[src/rtl/seq_alu.sv]
// seq_alu: registered ALU with a valid/ready request side and a valid/ready
// result side. Returns the result with zero, carry and negative flags. The
// carry flag persists between operations so ADC can chain multi-word adds.
// Optional feature macro: ALU_MUL_EN adds a WIDTH-cycle shift-add unsigned
// multiply on op 111. Without it, op 111 yields result 0 with latency 1.
module seq_alu #(
  parameter int WIDTH = 8
) (
  input  logic             clk,
  input  logic             rst,
  input  logic             in_valid,
  output logic             in_ready,
  input  logic [2:0]       op,
  input  logic [WIDTH-1:0] a,
  input  logic [WIDTH-1:0] b,
  output logic             out_valid,
  input  logic             out_ready,
  output logic [WIDTH-1:0] result,
  output logic             flag_zero,
  output logic             flag_carry,
  output logic             flag_neg,
  output logic             busy
);

  localparam logic [1:0] S_IDLE = 2'b00;
  localparam logic [1:0] S_BUSY = 2'b01;
  localparam logic [1:0] S_DONE = 2'b10;

  localparam logic [2:0] OP_ADD = 3'b000;
  localparam logic [2:0] OP_SUB = 3'b001;
  localparam logic [2:0] OP_AND = 3'b010;
  localparam logic [2:0] OP_OR  = 3'b011;
  localparam logic [2:0] OP_NOT = 3'b100;
  localparam logic [2:0] OP_XOR = 3'b101;
  localparam logic [2:0] OP_ADC = 3'b110;
  localparam logic [2:0] OP_MUL = 3'b111;

  logic [1:0]         state;
  logic               accept;
  logic               start_mul;
  logic               mul_last;
  logic [2*WIDTH-1:0] mul_prod;

  logic [WIDTH:0]     sum_ext;
  logic [WIDTH-1:0]   alu_res;
  logic               alu_carry;
  logic [WIDTH-1:0]   load_res;
  logic               load_carry;
  logic               load_en;

  assign in_ready  = (state == S_IDLE);
  assign out_valid = (state == S_DONE);
  assign accept    = in_valid && (state == S_IDLE);

`ifdef ALU_MUL_EN
  localparam int CW = $clog2(WIDTH + 1);

  logic [2*WIDTH-1:0] mcand;
  logic [2*WIDTH-1:0] acc;
  logic [WIDTH-1:0]   mplier;
  logic [CW-1:0]      cnt;

  assign start_mul = accept && (op == OP_MUL);
  // Product including the current step, so the last BUSY cycle can register
  // the finished value directly.
  assign mul_prod  = acc + (mplier[0] ? mcand : '0);
  assign mul_last  = (state == S_BUSY) && (cnt == CW'(WIDTH - 1));
  assign busy      = (state == S_BUSY);

  // Shift-add datapath: one multiplier bit per BUSY cycle, LSB first.
  // NOTE: these working registers carry no reset; they are always loaded on
  // accept before use, and a reset only needs to clear the visible state.
  always_ff @(posedge clk) begin
    if (start_mul) begin
      mcand  <= {{WIDTH{1'b0}}, a};
      mplier <= b;
      acc    <= '0;
      cnt    <= '0;
    end else if (state == S_BUSY) begin
      acc    <= mul_prod;
      mcand  <= mcand << 1;
      mplier <= mplier >> 1;
      cnt    <= cnt + CW'(1);
    end
  end
`else
  assign start_mul = 1'b0;
  assign mul_last  = 1'b0;
  assign mul_prod  = '0;
  assign busy      = 1'b0;
`endif

  // Single-cycle ALU evaluated on the live operands; used only on accept.
  // NOTE: every output gets a default first so no path can infer a latch.
  always_comb begin
    sum_ext   = '0;
    alu_res   = '0;
    alu_carry = flag_carry;
    case (op)
      OP_ADD: begin
        sum_ext   = {1'b0, a} + {1'b0, b};
        alu_res   = sum_ext[WIDTH-1:0];
        alu_carry = sum_ext[WIDTH];
      end
      OP_SUB: begin
        sum_ext   = {1'b0, a} - {1'b0, b};
        alu_res   = sum_ext[WIDTH-1:0];
        alu_carry = sum_ext[WIDTH];
      end
      OP_AND: alu_res = a & b;
      OP_OR:  alu_res = a | b;
      OP_NOT: alu_res = ~a;
      OP_XOR: alu_res = a ^ b;
      OP_ADC: begin
        sum_ext   = {1'b0, a} + {1'b0, b} + {{WIDTH{1'b0}}, flag_carry};
        alu_res   = sum_ext[WIDTH-1:0];
        alu_carry = sum_ext[WIDTH];
      end
      OP_MUL: alu_res = '0;
    endcase
  end

  // Pick what gets written into the result register: multiplier on its last
  // step, otherwise the single-cycle ALU.
  always_comb begin
    load_res   = alu_res;
    load_carry = alu_carry;
    if (state == S_BUSY) begin
      load_res   = mul_prod[WIDTH-1:0];
      load_carry = |mul_prod[2*WIDTH-1:WIDTH];
    end
  end

  assign load_en = (accept && !start_mul) || mul_last;

  // Control FSM: IDLE -> (BUSY ->) DONE -> IDLE on out_ready.
  // NOTE: sequential state uses non-blocking assignments so every register
  // samples pre-edge values regardless of statement order.
  always_ff @(posedge clk) begin
    if (rst) begin
      state <= S_IDLE;
    end else begin
      case (state)
        S_IDLE: begin
          if (start_mul)   state <= S_BUSY;
          else if (accept) state <= S_DONE;
        end
        S_BUSY: if (mul_last)  state <= S_DONE;
        S_DONE: if (out_ready) state <= S_IDLE;
        default: state <= S_IDLE;
      endcase
    end
  end

  // Result and flag registers; held through DONE until the next load.
  always_ff @(posedge clk) begin
    if (rst) begin
      result     <= '0;
      flag_zero  <= 1'b0;
      flag_carry <= 1'b0;
      flag_neg   <= 1'b0;
    end else if (load_en) begin
      result     <= load_res;
      flag_zero  <= (load_res == '0);
      flag_carry <= load_carry;
      flag_neg   <= load_res[WIDTH-1];
    end
  end

endmodule
[config.mk]
export PLATFORM = sky130hd
export DESIGN_NAME = seq_alu
export DESIGN_NICKNAME = d
export VERILOG_FILES = /design/src/rtl/seq_alu.sv
export SDC_FILE = /design/constraint.sdc
export NUM_CORES = 1
export LEC_CHECK = 0
export ABC_AREA = 1
export CAP_MARGIN = 20
export CORE_MARGIN = 2
export CORE_UTILIZATION = 54
export CTS_BUF_LIST = sky130_fd_sc_hd__clkbuf_4 sky130_fd_sc_hd__clkbuf_8 sky130_fd_sc_hd__clkbuf_16
export DETAILED_ROUTE_END_ITERATION = 10
export PLACE_DENSITY_LB_ADDON = 0.25
export SLEW_MARGIN = 10
export SYNTH_ARGS = -nofsm -noshare
export SYNTH_HDL_FRONTEND = slang
export SYNTH_SLANG_ARGS = --single-unit
[constraint.sdc]
create_clock -name clk -period 3.4 [get_ports clk]
set_clock_uncertainty 0.15 [all_clocks]
set_input_delay 0.51 -clock clk [delete_from_list [all_inputs] [get_ports clk]]
set_output_delay 0.51 -clock clk [all_outputs]
set_load 0.05 [all_outputs]
**After elaboration in Yosys (flattened, before gate mapping)**

Cells that the tools add are included.

- Latch bits: 0
- Logic and storage cells: 38
- Flip-flop bits (word level): 13
- Memories kept: 0
- Memory bits (writable): 0
- Bits in read-only memories: 0

- $lt $le $gt $ge: 0
- Eq/ne operators: 11
- Reduce and logical (&&, ||, !) cells: 7
- Div/mod/pow operators: 0
- Shifts and indexed selects: 0
- Multipliers: 0
- Mux-type cells: 7
- Add/sub/neg operators: 3
- Bitwise operators: 5

Operators with widths:

| cell | count |
|---|---|
| 8-bit one-hot mux with 8 select lines | 1 |
| 3-bit == test (second input constant) | 4 |
| 8-bit by 8-bit adder with 9-bit output | 1 |
| 9-bit by 1-bit adder with 9-bit output | 1 |
| 8-bit by 8-bit subtractor with 9-bit output | 1 |
| 8-bit AND | 1 |
| 8-bit zero test | 1 |
| 8-bit two-way mux | 1 |
| 8-bit NOT | 1 |
| 8-bit bitwise OR | 1 |
| 8-bit bitwise XOR | 1 |
| 3-bit by 2-bit == test with 1-bit output (second input constant) | 2 |
| 2-bit one-hot mux with 3 select lines | 1 |
| 2-bit two-way mux | 2 |
| 2-bit by 1-bit != test with 1-bit output (second input constant) | 2 |
| 4-bit nonzero test | 1 |
| 3-bit by 1-bit == test with 1-bit output (second input constant) | 1 |
| 3-bit zero test | 1 |
| 1-bit one-hot mux with 3 select lines | 1 |
| 3-bit AND reduction | 1 |
| 2-bit by 1-bit == test with 1-bit output (second input constant) | 1 |
| 2-bit == test (second input constant) | 1 |
| 2-bit zero test | 1 |
| 2-bit AND reduction | 1 |
| 3 further kinds | 3 |

**Logic depth before layout (Yosys ltp)**

- Depth after elaboration: 5
- Gate-level depth with buffers: 19
- Gate-level depth less buffers: 18

**Least setup slack after synthesis**

OpenSTA, ideal clock, no wires.

- Kind: input to register
- From: input port a[0]
- To: register result[6]
- Library setup time: 0.117 ns
- Stages: 14
- Slack: 0.869 ns
- Data required time: 3.133 ns
- Data arrival time: 2.265 ns
- Path through: ha_1 fa_1 ha_1 inv_1 nor2_2 nand3_1 nor2_1 nand3_1 nand3_1 nand2_1 o21ai_0 nand2_1 o211ai_1 inv_1

- Cells in the longest elaborated chain, start to end: 4

Ends and longest elaborated chain:

| element | RTL line | text |
|---|---|---|
| from (decl) | 14 | `input logic [WIDTH-1:0] a,` |
| 8-bit by 8-bit adder with 9-bit output | 101, 115 |  |
| 9-bit by 1-bit adder with 9-bit output | 115 | `sum_ext = {1'b0, a} + {1'b0, b} + {{WIDTH{1'b0}}, flag_carry};` |
| 8-bit one-hot mux with 8 select lines * | 99 | `case (op)` |
| 8-bit two-way mux * | 128 | `if (state == S_BUSY) begin` |
| to (signal assigned) | 163 | `result <= load_res;` |
| to (decl) | 18 | `output logic [WIDTH-1:0] result,` |

Every way passes the cells marked *; elsewhere a longest branch is shown, timed or not.
A chain may end at the register's enable or synchronous reset.

**Worst setup path after layout**

- From: input port a[0]
- To: register flag_carry

- Cells in the longest elaborated chain, start to end: 4

Ends and longest elaborated chain:

| element | RTL line | text |
|---|---|---|
| 8-bit by 8-bit adder with 9-bit output | 101, 115 |  |
| 9-bit by 1-bit adder with 9-bit output | 115 |  |
| 1-bit one-hot mux with 3 select lines * | 99 |  |
| 1-bit two-way mux * | 128 |  |
| to (signal assigned) | 165 | `flag_carry <= load_carry;` |
| to (decl) | 20 | `output logic flag_carry,` |

Marked as above.

==> results.txt <==
- In this run the standard cell core region covers 0.00361 sq mm.
- For this run, the register share of the synthesized area comes to 0.111.
- Synthesis instantiated 30 different standard cells from the library.
- Syn nets: about 400
* Via count: about 2400
- Fraction of the mapped netlist area in compound gates: 0.130
- Across the VDD grid, the largest voltage drop is 0.187 mV.
- Hold timing on the final database bottoms out at a slack of about 0.34 ns.
* Site Rows: 22
* FF-to-FF path depth: 11
- The die covers between 0.004 and 0.005 sq mm.
- WS Path Type: input port to flip-flop
- Critical Path RT: 3.37 ns
* Die H: 64.6 um
- Adder-cell share of the synthesized area: 0.184
- By area, the combinational part of the netlist is dominated by simple AND/OR/NAND/NOR gates.
- Of the total synthesized cell area, the portion taken by AND, OR, NAND and NOR gates is 0.432.
* Diodes inserted: 0
- Counting flops with a built-in enable in the synthesized netlist gives 0.
- Longest individual stage delay on the worst path: between 0.5 and 0.6 ns
* TritonCTS Buffers: 3
- The clock net in this run drives a total of 11 sinks.
- CTS H-Tree Depth: 1
- The initial antenna violation count was 0.
- TritonCTS built the clock tree.
- Along the worst hold path, the cell count comes to 2.
- After detailed routing, the number of vias per cell comes to ~5.4.
- The detailed router finished its first iteration with 135 violations.
- Post-CTS repair changed the size of 0 cells.
- Input and output buffers added on the ports amount to 35.
- Outcome: complete, no violations
- For the worst-skew pair, the clock arrives at the later sink with an insertion delay of 0.24 ns.
* Count of final hold-check violations: 0
* Number of warning messages in the yosys log: 0
- Wires add up to 5470 um.
- The cell count after synthesis came out at 352.
- Main synth FF type: dfxtp_1
* Clock Tree Buf Depth: 2
* Synthesized flop and latch total: 11
- Setup violations remaining at the end of the flow were counted as 0.
* DRC: 0
* Arr. time, crit path: slightly below 3 ns
- Slowest cell on crit path: fa_1
* Min-delay worst type: flip-flop to flip-flop
- In the layout the commonest cells are nand2_1, inv_1, nand3_1.
* Async set or reset register ratio after synthesis: 0
- Layout overhead on the synthesized area: 21.3%
- Final #Nets: about 440
- Num ports: 37
- Endpoint class of the critical path: flip-flop
* Max-slew violations: 0
* RSZ-0062 raised after global routing: false
- Clock-pin slew was measured on the worst setup and hold paths at roughly 0.05 ns.
* Worst slew margin relative to its limit: 0.559
- The initial utilization of the core area, before any placement, comes to 0.551.
- Ordered cell list for the critical path: clkdlybuf4s50_1 > ha_1 > fa_1 > ha_1 > inv_1 > nor2_2 > nand3_1 > nor2_1 > nand3_1 > nor3_1 > nand2_1 > o21ai_0 > a31oi_1
* Largest net degree at the start of global routing: 16
- The average instance in the mapped netlist occupies 5.64 sq um.
- Summing internal, switching and leakage power gives 643 uW.
- Startpoint class of the critical path: input port
* Layout cells sized above 1: 0.0571
- The wire-length estimate of the detail-placed layout is about 4500 um.
- Tightest Pin Transition: 0.660 ns
- Based on the critical path, the design can be clocked at up to 337 MHz.
- Final routed wire length divided by cell count: between 10 and 15 um
* Total iterations of the first detailed-routing run: 7
* Post-route antenna net violation count: 0
* CTS Hold Bufs: 0
- Post-synthesis mux area share: 0
- Filler Cell Count: between 300 and 400
- Via count of the first global-routing pass: 2292
- Final estimated routing congestion in global placement: 0.923
- Overflow left after global routing: 0
- In the final timing run, aggregate negative setup slack is 0 ns.
- In this run the worst path has a maximum fanout of 4.
- Measured along the x axis, the die boundary spans 64.6 um.
- In this run the clock root is driven by a clkbuf_8.
- Post-synthesis share of cell area spent on xor and xnor gates: 0
- In this run the power density over the cells is 267 mW/mm^2.
- Max-cap violations in this run came to 0.
- Clock period minus worst slack: 2.97 ns
- In the finished design, the share of the clock period the worst path needs comes to 0.873.
- Buffers added to address setup during post-CTS repair amount to 0.
* Global-route wire length before repair: 9430 um
- Global Route Usage Sum: 0.283
* Most common cell after layout, fill and taps aside: nand2_1
* Syn Std Cell Area: 0.00199 sq mm
- For this design the static power due to leakage is approximately 1.3 nW.
-- worst paths after layout --
path / start / to / slack (ns)
setup / recovery: a[0] / flag_carry / 0.43
hold / removal: flag_zero / flag_zero / 0.34
setup reg to reg: state[1] / flag_zero / 1.38
hold reg to reg: flag_zero / flag_zero / 0.34
-- sequential cells by signal, summed over array words and instances (netlist names) --
signal and count:
state 1, flag_zero 1, result 8, flag_carry 1
-- report_power, final --
group | total, mW | internal [mW] | switching [mW]
Combinational | 0.359 | 0.124 | 0.235
Clock | 0.139 | 0.0902 | 0.0486
Sequential | 0.146 | 0.140 | 0.00553
-- layer usage --
metal,up-vias,share of wire,GRT usage
li1,1191,-,-
met1,1085,0.46,0.357
met2,70,0.47,0.499
met3,7,0.060,0.0521
met4,0,0.0093,0.0691
met5,-,0,0
-- kinds of logic (layout without fill, tap and decap cells) --
| kind of cell | after synthesis | in the layout |
|---|---|---|
| compound gates | 47 | 47 |
| fa+ha+maj | 28 | 28 |
| buf+inv | 71 | 104 |
| flops | 11 | 11 |
| other cells | 1 | 1 |
| simple gates | 194 | 194 |
-- critical path: cells and delay by family --
family | cells | cell delay [ns]
AOI/OAI and AO/OA | 2 | 0.16
buffers and inverters | 2 | 0.50
adders and majority gates | 3 | 0.96
and+or+nand+nor | 6 | 0.79
-- stage by stage --
stage	utilization	cells	area, sq um	setup WS, ns
after global routing	0.668	433	2410	0.160
after detailed placement	0.654	429	2360	0.214
final	0.668	433	2410	0.433
after floorplan	-	352	1990	0.869
after global placement	0.654	429	2360	0.269
after CTS	0.668	433	2410	0.449
-- cells in the mapped netlist, types with 2 or more instances --
cell type  count  area share
nand2_1       91        0.17
inv_1         58        0.11
nand3_1       42        0.11
nor2_1        37       0.070
ha_1          26        0.16
o21ai_0       20       0.050
a21oi_1       14       0.035
dfxtp_1       11        0.11
nand4_1        8       0.025
inv_2          7       0.013
nor3_1         4       0.010
buf_4          3       0.011
nand3_2        3       0.015
nor2_2         3      0.0095
o211ai_1       3       0.011
o22ai_1        3      0.0095
buf_2          2      0.0050
fa_1           2       0.020
nand2_2        2      0.0063
o21a_1         2      0.0076
o21ai_1        2      0.0050
-- final cells by class --
class / instances / area (sq um) / area share
timing repair buffer: 35 / 350 / 0.145
clock buffer: 4 / 48.8 / 0.0203
sequential: 11 / 220 / 0.0914
tap: 48 / 60.1 / 0.0249
inverter: 65 / 244 / 0.101
multi-input combinational: 270 / 1490 / 0.617
(Power assumes the default switching activity.)
==> RTL edit 1 (config.mk and constraints unchanged) <==
The parameter `WIDTH` goes from 8 to 7.
--- a/src/rtl/seq_alu.sv
+++ b/src/rtl/seq_alu.sv
@@ -4,7 +4,7 @@
 // Optional feature macro: ALU_MUL_EN adds a WIDTH-cycle shift-add unsigned
 // multiply on op 111. Without it, op 111 yields result 0 with latency 1.
 module seq_alu #(
-  parameter int WIDTH = 8
+  parameter int WIDTH = 7
 ) (
   input  logic             clk,
   input  logic             rst,
Interface: changed (resized a, b and result); port bits go from 37 to 34. No check against the original RTL was run, so the function may have changed too.
==> RTL edit 1 against the unedited design <==
  * Worst setup slack got worse by 0.025 ns
  * Sequential power decreased by 9.6%
  * Design area fell by 11%
  * Critical path depth up 4
  * Count of clock-buffer cells in the layout did not move
  * Sequential cell count down 1
  * Routed wire length shrank 11%
  * Synthesized cell count down 12%
  * Synthesized area down 10%
  * First-iteration DRC count down 22%
  * Power decreased by 14%
  * Register-to-register slack better by 0.04 ns
  * Combinational power is 13% lower
  * Largest cell class unchanged
==> RTL edit 1: results (changes against the unedited design) <==
- Cells taking the most area after synthesis: ha_1 (16%), nand2_1 (14%), inv_1 (13%)
- DPL Wire Length: 3934 um (-12%)
- Metal-1 WL: 2220 um (-11%)
- Post-Synth XOR/XNOR Area: 0.4899% (+0.49 points)
- Drt first pass iters: 4 (-3)
- Min-Delay Endpoint: flag_zero
- Post-Synth Adder-Cell Area: 18.33% (-0.065 points)
- Hold Crit Depth: 2 (unchanged)
- GRT met1 Usage: 36.85% (+1.2 points)
- Fraction of layout cells with a size suffix above 1: 5.572% (-0.14 points)
- Vias/cell: 5.325 (-2.0%)
- Non-filler instance count after layout: 385 (-11%)
- Critical-path maximum fanout: 3 (-1)
- Placed cell count: 381 (-11%)
- Cts repair resizes: 0 (unchanged)
- Critical path type: in2reg
- Synth Instances: 311 (-12%)
- # fillers: 316 (-6.5%)
- Worst-path clk slew: 0.07 ns (+0.02 ns)
- Maximum VDD drop: 0.1850 mV (-0.95%)
- Number of flip-flops in the largest register: 7 (-1)
- Top post-synthesis cells by count: nand2_1 (69), inv_1 (61), nor2_1 (34), nand3_1 (30), ha_1 (23)
- DRT iter0 DRCs: 105 (-22%)
- Count of input and output buffers: 32 (-8.6%)
- Metal3 WL: 316 um (-3.7%)
- Clk Tree Root Cell: clkbuf_4
- R2r worst-path depth: 13 (+2)
- Cell Pwr Density: 257.3 nW/um2 (-3.6%)
- Vias in the first global route: 1799 (-22%)
- Placed inst area: 2115 um2 (-10%)
- Post-synthesis compound-gate area fraction: 13.37% (+0.32 points)
- Gr usage total: 27.55% (-0.80 points)
- Syn_nets: 357 (-11%)
- Worst Setup SP: b[0]
- GP Congestion: 0.9309 (+0.91%)
- Warnings, synthesis: 0 (unchanged)
- R2r startpoint: flag_carry
- WL/cell: 12.59 um (-0.34%)
- Post-synthesis sequential area ratio: 11.20% (+0.11 points)
- Met3 Resource Use GR: 3.782% (-1.4 points)
- Pre-CTS WS: 0.1753 ns (-0.03904 ns)
- Clk_lat worst skew: 0.27 ns (+0.03 ns)
- Met2 Usage GRT: 47.07% (-2.8 points)
- Wire length on met2: 2259 um (-13%)
- Rel. slew slack: 63.81% (+7.9 points)
- Flop-to-flop setup slack: 1.42 ns (+0.04 ns)
- Peak Freq: 0.3342 GHz (-0.83%)
- Status: complete, no violations
- Leakage: 1.166 nW (-7.0%)
- First-pass GRT wire length: 7817 um (-17%)
==> RTL edit 1: cell count changes after synthesis, moves of 2 or more <==
cell      delta
inv_1        +3
buf_6        +2
o21ai_0      -3
o21ai_1      +2
nand4_1      +5
nor2_1       -3
buf_4        +2
nand2_1     -22
nand3_1     -12
ha_1         -3
o211ai_1     -2
buf_2        -2
inv_2        -4
==> RTL edit 1: worst max-delay path: stages <==
cell,delay [ns]
clkdlybuf4s50_1,0.51
ha_1,0.22
inv_1,0.08
fa_1,0.49
inv_1,0.06
ha_1,0.28
inv_1,0.06
nor2_1,0.04
nor2_1,0.11
nand3_1,0.10
nor2_1,0.12
nand2_1,0.07
a21oi_1,0.11
nand2_1,0.06
nor2_1,0.08
nand2_1,0.07
a21oi_2,0.10
==> RTL edit 1: metrics by stage <==
stage / power, mW / hold WS [ns]
3_3_place_gp: 0.4364 / 0.3317
2_1_floorplan: 0.3528 / 0.4224
5_1_grt: 0.5949 / 0.3832
4_1_cts: 0.5509 / 0.3474
3_5_place_dp: 0.4414 / 0.3370
6_report: 0.5535 / 0.3580
==> RTL edit 1: area by class of cell <==
| class | instances | area [um2] | share of cell area, % |
|---|---|---|---|
| Tap cell | 44 | 55.05 | 2.560 |
| Timing Repair Buffer | 34 | 335.3 | 15.59 |
| Multi-Input combinational cell | 228 | 1277 | 59.40 |
| Inverter | 65 | 246.5 | 11.46 |
| Clock buffer | 4 | 36.28 | 1.687 |
| Sequential cell | 10 | 200.2 | 9.308 |
==> RTL edit 1: where the power goes <==
part / internal (mW) / switching [mW] / leakage, nW
clock network: 0.0651 / 0.0452 / 0.0210
logic: 0.109 / 0.202 / 1.06
registers: 0.127 / 0.00547 / 0.0826
==> RTL edit 2 (config.mk and constraints unchanged) <==
Without the edit above. Put one more register stage on the output `flag_neg`, with the module's reset. The value now appears one clock later. The other outputs are not delayed to match.
--- a/src/rtl/seq_alu.sv
+++ b/src/rtl/seq_alu.sv
@@ -34,6 +34,8 @@
   localparam logic [2:0] OP_XOR = 3'b101;
   localparam logic [2:0] OP_ADC = 3'b110;
   localparam logic [2:0] OP_MUL = 3'b111;
+
+  logic flag_neg_s0;
 
   logic [1:0]         state;
   logic               accept;
@@ -158,12 +160,20 @@
       result     <= '0;
       flag_zero  <= 1'b0;
       flag_carry <= 1'b0;
-      flag_neg   <= 1'b0;
+      flag_neg_s0 <= 1'b0;
     end else if (load_en) begin
       result     <= load_res;
       flag_zero  <= (load_res == '0);
       flag_carry <= load_carry;
-      flag_neg   <= load_res[WIDTH-1];
+      flag_neg_s0 <= load_res[WIDTH-1];
+    end
+  end
+
+  always_ff @(posedge clk) begin
+    if (rst) begin
+      flag_neg <= '0;
+    end else begin
+      flag_neg <= flag_neg_s0;
     end
   end
 
Behaviour: not the same (Yosys sat finds a counterexample within 4 cycles, from zero or initial values and one cycle with rst high).
==> RTL edit 2 against the unedited design <==
  * Combinational power hardly changed
  * Routed wire length decreased by 4.3%
  * Synthesized area rose by 4.0%
  * Worst setup slack better by 0.044 ns
  * Design area grew 1.9%
  * Power decreased by 0.70%
  * Sequential cell count is 1 higher
  * Via count down 4.9%
  * Critical path type unchanged
==> RTL edit 2: results (changes against the unedited design) <==
- Met2 Usage GRT: 43.43% (-6.4 points)
- Fin nets: 442 (+1.1%)
- Critical-path maximum fanout: 3 (-1)
- Fraction of layout cells with a size suffix above 1: 4.884% (-0.83 points)
- Int Pwr: 356.8 uW (+0.70%)
- Wire length on met2: 2440 um (-5.6%)
- First-pass GRT wire length: 8838 um (-6.3%)
- WL/cell: 11.98 um (-5.2%)
- Min-Delay Endpoint: flag_neg
- Hold WS: 0.3026 ns (-0.03376 ns)
- Synth Area per Inst: 5.754 um2 (+2.0%)
- R2r worst-path depth: 15 (+4)
- Rel. slew slack: 66.53% (+11 points)
- Drt first pass iters: 4 (-3)
- Vias/cell: 5.121 (-5.8%)
- Met3 Resource Use GR: 3.407% (-1.8 points)
- Worst Setup SP: b[0]
- Vias in the first global route: 1998 (-13%)
- DPL Wire Length: 4294 um (-4.1%)
- Post-synthesis cell type count: 33 (+10%)
- Cells taking the most area after synthesis: nand2_1 (19%), ha_1 (16%), dfxtp_1 (12%)
- Pre-CTS WS: 0.2346 ns (+0.02024 ns)
- Maximum VDD drop: 0.09188 mV (-51%)
- Top post-synthesis cells by count: nand2_1 (103), inv_1 (56), nor2_1 (44), nand3_1 (38), ha_1 (26)
- Placed cell count: 434 (+1.2%)
- Status: complete, no violations
- Placed inst area: 2414 um2 (+2.3%)
- Critical path data arrival time: 2.94 ns (about the same)
- Vias: 2238 (-4.9%)
- Post-synthesis sequential area ratio: 11.63% (+0.54 points)
- DRT iter0 DRCs: 160 (+19%)
- Leakage: 1.315 nW (+4.9%)
- GP Congestion: 0.9238 (+0.14%)
- GRT met1 Usage: 33.71% (-2.0 points)
- Design Power: 638.7 uW (-0.70%)
## RTL edit 2: cell count changes after synthesis, moves of 3 or more
cell and change:
nor3_1 -3, a21oi_1 +3, nand3_1 -4, xor2_1 +3
nand2_1 +12, nor2_1 +7, nand4_1 +3, o21ai_0 -10
buf_6 +3
## RTL edit 2: worst max-delay path, stage by stage
cell and delay [ns]:
clkdlybuf4s50_1 0.51, ha_1 0.24, fa_1 0.48, ha_1 0.31, inv_1 0.05, nor2_1 0.03
nor2_1 0.09, nand2_1 0.05, nand2_1 0.07, nand2_1 0.05, nor2_1 0.08, nand2_1 0.06
nor2_1 0.10, nand2_1 0.06, nor2_1 0.08, nand2_1 0.05, a21oi_1 0.10
## RTL edit 2: cells by family (layout without fill, tap and decap cells)
| kind of cell | count (synthesis) | after routing | synth area share (%) |
|---|---|---|---|
| simple gates | 208 | 208 | 44.40 |
| other cells | 1 | 1 | 0.1815 |
| fa+ha+maj | 28 | 28 | 17.69 |
| compound gates | 37 | 37 | 10.36 |
| xor+xnor | 3 | 3 | 1.272 |
| buf+inv | 70 | 100 | 14.48 |
| flops | 12 | 12 | 11.63 |
## RTL edit 2: area by class of cell
cell class                      instances  area (um2)  area share, %
Clock buffer                            3       41.29          1.682
Inverter                               61       229.0          9.327
Multi-Input combinational cell        277        1526          62.18
Sequential cell                        12       240.2          9.786
Tap cell                               48       60.06          2.446
Timing Repair Buffer                   36       357.8          14.58
## RTL edit 2: worst max path at each step
stage,end,slack [ns],depth (start not counted)
finish,flag_zero,0.48,17
global route,result[7],0.19,18
CTS,flag_zero,0.48,17
detailed placement,flag_zero,0.23,17
global placement,flag_zero,0.29,17
floorplan,flag_zero,0.89,16
